--- config.mk ---
export PLATFORM = sky130hd
export DESIGN_NAME = seq_display_counter
export DESIGN_NICKNAME = d
export VERILOG_FILES = /design/src/rtl/seq_display_pkg.sv /design/src/rtl/seq_input_cond.sv /design/src/rtl/seq_display_counter.sv
export SDC_FILE = /design/constraint.sdc
export NUM_CORES = 1
export LEC_CHECK = 0
export BUFFER_PORTS_ARGS = -buffer_cell sky130_fd_sc_hd__buf_2
export CORE_AREA = 3 3 78 80
export CTS_CLUSTER_DIAMETER = 150
export CTS_CLUSTER_SIZE = 25
export DETAILED_ROUTE_END_ITERATION = 10
export DIE_AREA = 0 0 81 83
export SETUP_SLACK_MARGIN = 0.3
export SLEW_MARGIN = 5
export SYNTH_ARGS = -nofsm -noshare
export SYNTH_HDL_FRONTEND = slang
export SYNTH_SLANG_ARGS = --single-unit
export TNS_END_PERCENT = 1
--- constraint.sdc ---
create_clock -name clock -period 1.65 [get_ports clock]
set_input_delay 0.2475 -clock clock [delete_from_list [all_inputs] [get_ports clock]]
set_output_delay 0.2475 -clock clock [all_outputs]
set_load 0.02 [all_outputs]
--- src/rtl/seq_display_pkg.sv ---
// seq_display_pkg: state encoding, default display table and default blank code
//   RUN/BLANK are one-hot so a corrupted state register is detectable.
package seq_display_pkg;
    typedef enum logic [1:0] {RUN = 2'b01, BLANK = 2'b10} state_t;
    localparam int DEF_LEN = 9;
    // Entry 0 is the rightmost nibble: 6,9,0,2,4,6,5,3,8
    localparam logic [DEF_LEN-1:0][3:0] DEF_TABLE = {4'd8, 4'd3, 4'd5, 4'd6, 4'd4, 4'd2, 4'd0, 4'd9, 4'd6};
    localparam logic [3:0] DEF_BLANK_CODE = 4'hF;
    function automatic logic [3:0] def_code(input int i);
        logic [3:0] v;
        v = 4'd0;
        for (int k = 0; k < DEF_LEN; k++)
            if (k == i) v = DEF_TABLE[k];
        return v;
    endfunction
endpackage

--- src/rtl/seq_input_cond.sv ---
// seq_input_cond: 2-flop synchroniser plus rising-edge detector for one button
//   i_clk    clock
//   i_rst_n  asynchronous active-low reset (flops clear to 0)
//   i_in     raw asynchronous level
//   o_pulse  one-cycle pulse on a synchronised rising edge
module seq_input_cond (
    input  logic i_clk,
    input  logic i_rst_n,
    input  logic i_in,
    output logic o_pulse
);
    logic [1:0] r_sync;
    logic       r_prev;

    always_ff @(posedge i_clk or negedge i_rst_n) begin
        if (!i_rst_n) begin
            r_sync <= '0;
            r_prev <= 1'b0;
        end else begin
            r_sync <= {r_sync[0], i_in};
            r_prev <= r_sync[1];
        end
    end

    assign o_pulse = r_sync[1] & ~r_prev;
endmodule

--- src/rtl/seq_display_counter.sv ---
// seq_display_counter: steps an index through a writable display-code table
//   clock    rising-edge clock
//   reset    asynchronous active-low reset (restores table defaults)
//   step_en  qualifies UP/DOWN commands
//   UP/DOWN  step commands; both together blank the display
//   wr_en/wr_addr/wr_data  synchronous table write (addresses >= DEPTH ignored)
//   z        table[idx] in RUN, BLANK_CODE in BLANK
//   idx      current index
//   blank    high in BLANK state
//   wrap     registered one-cycle pulse when the index wraps
// Build option SEQ_INPUT_EDGE_EN: UP/DOWN are synchronised and edge-detected
// so a held button steps once (adds 2 cycles of command latency).
module seq_display_counter
    import seq_display_pkg::*;
#(
    parameter int                DEPTH      = 9,
    parameter int                DATA_W     = 4,
    parameter int                IDX_W      = 4,
    parameter logic [DATA_W-1:0] BLANK_CODE = DATA_W'(DEF_BLANK_CODE),
    parameter bit                WRAP       = 1'b1
) (
    input  logic              clock,
    input  logic              reset,
    input  logic              step_en,
    input  logic              UP,
    input  logic              DOWN,
    input  logic              wr_en,
    input  logic [IDX_W-1:0]  wr_addr,
    input  logic [DATA_W-1:0] wr_data,
    output logic [DATA_W-1:0] z,
    output logic [IDX_W-1:0]  idx,
    output logic              blank,
    output logic              wrap
);
    localparam logic [IDX_W-1:0] LAST = IDX_W'(DEPTH - 1);

    logic [DATA_W-1:0] r_table [DEPTH];
    state_t            r_state;
    logic [IDX_W-1:0]  r_idx;
    logic              r_wrap;
    logic              w_up;
    logic              w_down;
    logic              w_idx_ok;
    logic              w_state_ok;

`ifdef SEQ_INPUT_EDGE_EN
    seq_input_cond u_up   (.i_clk(clock), .i_rst_n(reset), .i_in(UP),   .o_pulse(w_up));
    seq_input_cond u_down (.i_clk(clock), .i_rst_n(reset), .i_in(DOWN), .o_pulse(w_down));
`else
    assign w_up   = UP;
    assign w_down = DOWN;
`endif

    assign w_idx_ok   = int'(r_idx) < DEPTH;
    assign w_state_ok = (r_state == RUN) || (r_state == BLANK);

    always_ff @(posedge clock or negedge reset) begin
        if (!reset) begin
            for (int i = 0; i < DEPTH; i++) r_table[i] <= DATA_W'(def_code(i));
        end else if (wr_en && int'(wr_addr) < DEPTH) begin
            r_table[wr_addr] <= wr_data;
        end
    end

    always_ff @(posedge clock or negedge reset) begin
        if (!reset) begin
            r_state <= RUN;
            r_idx   <= '0;
            r_wrap  <= 1'b0;
        end else begin
            r_wrap <= 1'b0;
            if (!w_state_ok || !w_idx_ok) begin
                r_state <= RUN;
                r_idx   <= '0;
            end else if (step_en && (w_up || w_down)) begin
                if (r_state == BLANK) begin
                    if (w_up != w_down) begin
                        r_state <= RUN;
                        r_idx   <= w_up ? '0 : LAST;
                    end
                end else if (w_up && w_down) begin
                    r_state <= BLANK;
                end else if (w_up) begin
                    if (r_idx != LAST) r_idx <= r_idx + 1'b1;
                    else if (WRAP) begin
                        r_idx  <= '0;
                        r_wrap <= 1'b1;
                    end
                end else begin
                    if (r_idx != '0) r_idx <= r_idx - 1'b1;
                    else if (WRAP) begin
                        r_idx  <= LAST;
                        r_wrap <= 1'b1;
                    end
                end
            end
        end
    end

    assign z     = (r_state == BLANK) ? BLANK_CODE : (w_idx_ok ? r_table[r_idx] : '0);
    assign idx   = r_idx;
    assign blank = r_state == BLANK;
    assign wrap  = r_wrap;
endmodule

==> flow_summary.toml <==
[timing]
setup_ws_ps = -425.7
hold_violations = 0
max_freq_mhz = 481.8
tightest_slew_ps = 525.8
fin_crit_sh_pct = 125.8
finalClockSkew_ps = 5.632
setup_viol = 6
whs_ps = 7.687
period_needed_ps = 2076
slew_viol_final = 0
rsz0062_at_grt = "true"
relSlewSlack_pct = 64.95

[clocking]
clock_latency_ps = 290
htreeDepth = 2
clkSlewWorstSetupHoldPaths_ps = 80
cts_made_buffers = 5
cts_tree = "built"
ctsHoldBuffers = 0
clock_tree.buffer_depth = 2
cts_sinks = 43
root_buffer = "clkbuf_8"

[final_layout]
fin_cells = 309
area_growth_pct = 26.36
design_area_sq_um = 3047
drive_gt1_share_pct = 62.45
fin_nets = 256
diodes = 0

[power_and_ir_drop]
powerDensity_nw_per_um2 = 1614
p_clk_share_pct = 14.6
p_switching_mw = 1.777
vdd_drop_max_mv = 0.6989
p_comb_share_pct = 53.5
seqPwrFrac_pct = 32.0
internal-power_mw = 3.140
p_leak_nw = 1.302
swShare_pct = 36.14

[setup_path]
reg2reg_depth = 7
path_max_fanout = 4
cp_slowest_stage_delay_ps = 510
path_delay_family = "multiplexers"
reg2reg_to = "idx[3]"
r2r_start = "idx[0]"
worstSetupPathType = "reg2out"
path_cells = "buf_6 > mux4_2 > mux2i_2 > o21ai_2 > buf_6"
cp.arrival_ps = 1830
start_kind = "flip-flop"
critPathCaptureType = "output port"
critPathBufInv = 2
cp-startpoint = "idx[0]"
cp_slowest_cell = "mux4_2"
worst_path_most_repeated_cell = "buf_6"
reg2reg_slack_ps = -20
crit_required_ps = 1400

[floorplan]
initial_utilization_pct = 44.06
chipHeight_um = 83
die_w_um = 81
io-pin-count = 24
core_area_sq_um = 5473
die_area_sq_um = 6723
rows = 27

[placed_design]
placed_cells = 298
port_buffers = 23
dpl_cell_area_sq_um = 2789
dp_hpwl_um = 3952
place_congestion = 0.8212

[global_route]
antenna_found_initial = 0
grt_overflow = 0
grt_pass1_vias = 1836
grt_pass1_wl_um = 9390
grtUsageTotal_pct = 18.35
grt_max_degree = 44

[synthesis]
syn_avg_cell_area_sq_um = 12.82
syn_area_sq_um = 2411
seq_area_frac_synth_pct = 45.36
synth_common_cells = "32 x mux2_2, 29 x dfrtp_1, 14 x dfstp_2"
synth_flop_cell = "dfrtp_1"
ys_top_cells_by_area = "dfrtp_1 30%, dfstp_2 15%, mux2_2 15%"
yosys.area.top_type = "dfrtp_1"
synth.top_cell.area_share_pct = 30.10
ys_types = 42
synth_nets = 208
async_reset_ff_share_pct = 100.0
ys_seq_elements = 43
synth_edf_count = 0
yosysMostFrequentCell = "mux2_2"
synthesis.instances = 188
ys_warn_count = 0

[run]
drv_cap = 0

[routing]
vias = 1729
final_antenna_net_count = 0
via_per_inst = 5.595
drcViolationCount = 0
wl_per_cell_um = 18.20
detail_route.iter0.violations = 77
dr.pass1.iters = 4
routed_wl_um = 5625

[outcome]
violations = "negative setup slack"
status = "complete, but fails checks"

[hold_path]
hold_class = "in2async"
## power groups by stage
stage               Clock, mW  Combinational [mW]  Sequential (mW)
finish                  0.716                2.63             1.57
detailed placement          0                2.09             1.61
floorplan                   0                1.46             1.56
global route            0.793                2.85             1.60
global placement            0                2.04             1.60
CTS                     0.733                2.48             1.57
## through the flow
stage	power [mW]	TNS, ps	setup WS (ps)	utilization, %
after floorplan	3.023	-497.7	-99.06	-
final	4.918	-1714	-425.7	55.67
after global routing	5.243	-2344	-520.9	55.67
after detailed placement	3.697	-1233	-222.2	50.96
after CTS	4.778	-1774	-432.8	54.66
after global placement	3.639	-1138	-206.6	50.96
## kinds of logic after synthesis
kind of cell               share of synthesized area (%)
buffers and inverters                              3.581
and+or+nand+nor                                    12.14
AOI/OAI and AO/OA                                  8.095
muxes                                              27.35
adders and majority gates                          3.114
DFF                                                45.36
xor gates and xnor gates                          0.3633
## worst max-delay path by stage
stage,depth (start not counted),to
after floorplan,8,z[0]
after global placement,4,z[3]
after detailed placement,4,z[2]
after CTS,5,z[1]
after global routing,5,z[0]
final,5,z[0]
## per-layer routing
metal,vias to the layer above,part of all wire [%],GRT usage [%]
li1,789,-,-
met1,885,43,23.45
met2,46,51,30.17
met3,9,4.5,4.664
met4,0,1.8,5.684
met5,-,0,0
## cells in the final DEF, fill, tap and decap left out, types with 2 or more instances in the layout
| cell | synthesis | routed |
|---|---|---|
| a21o_1 | 4 | 4 |
| a21oi_1 | 13 | 9 |
| a21oi_2 | 0 | 4 |
| buf_2 | 5 | 17 |
| buf_4 | 0 | 20 |
| buf_6 | 1 | 10 |
| clkbuf_8 | 0 | 7 |
| dfrtp_1 | 29 | 28 |
| dfstp_2 | 14 | 14 |
| ha_1 | 6 | 3 |
| ha_4 | 0 | 2 |
| inv_1 | 7 | 5 |
| mux2_2 | 32 | 32 |
| mux2_4 | 4 | 4 |
| mux2i_1 | 4 | 2 |
| mux2i_2 | 0 | 2 |
| mux4_2 | 3 | 8 |
| nand2_1 | 8 | 8 |
| nand2b_4 | 0 | 2 |
| nand3_1 | 2 | 2 |
| nand3b_1 | 4 | 4 |
| nand3b_4 | 2 | 2 |
| nor2_1 | 6 | 5 |
| nor2b_1 | 2 | 2 |
| nor3b_2 | 3 | 3 |
| o211ai_1 | 2 | 2 |
| o21ai_0 | 3 | 2 |
| o21ai_1 | 5 | 2 |
| o21ai_2 | 0 | 4 |
| or3_1 | 3 | 2 |
| or3_4 | 1 | 2 |
## layout make-up
| type | instances | area (sq um) |
|---|---|---|
| Fill cell | 481 | 2426 |
| Multi-Input combinational cell | 130 | 1343 |
| Sequential cell | 43 | 1097 |
| Timing Repair Buffer | 49 | 382.9 |
| Clock buffer | 8 | 100.1 |
| Tap cell | 72 | 90.09 |
| Inverter | 7 | 33.78 |
## repair_timing
action / in CTS / in global routing
resized for setup: 31 / 16
pin swaps: 7 / 3
buffers inserted: 3 / 0
endpoints found under the setup margin: 15 / 15
## registers in the layout, indices dropped and copies added (netlist names)
register  count
wrap          1
idx           4
r_state       2
r_table      36
Power figures use the tool's default switching activity.
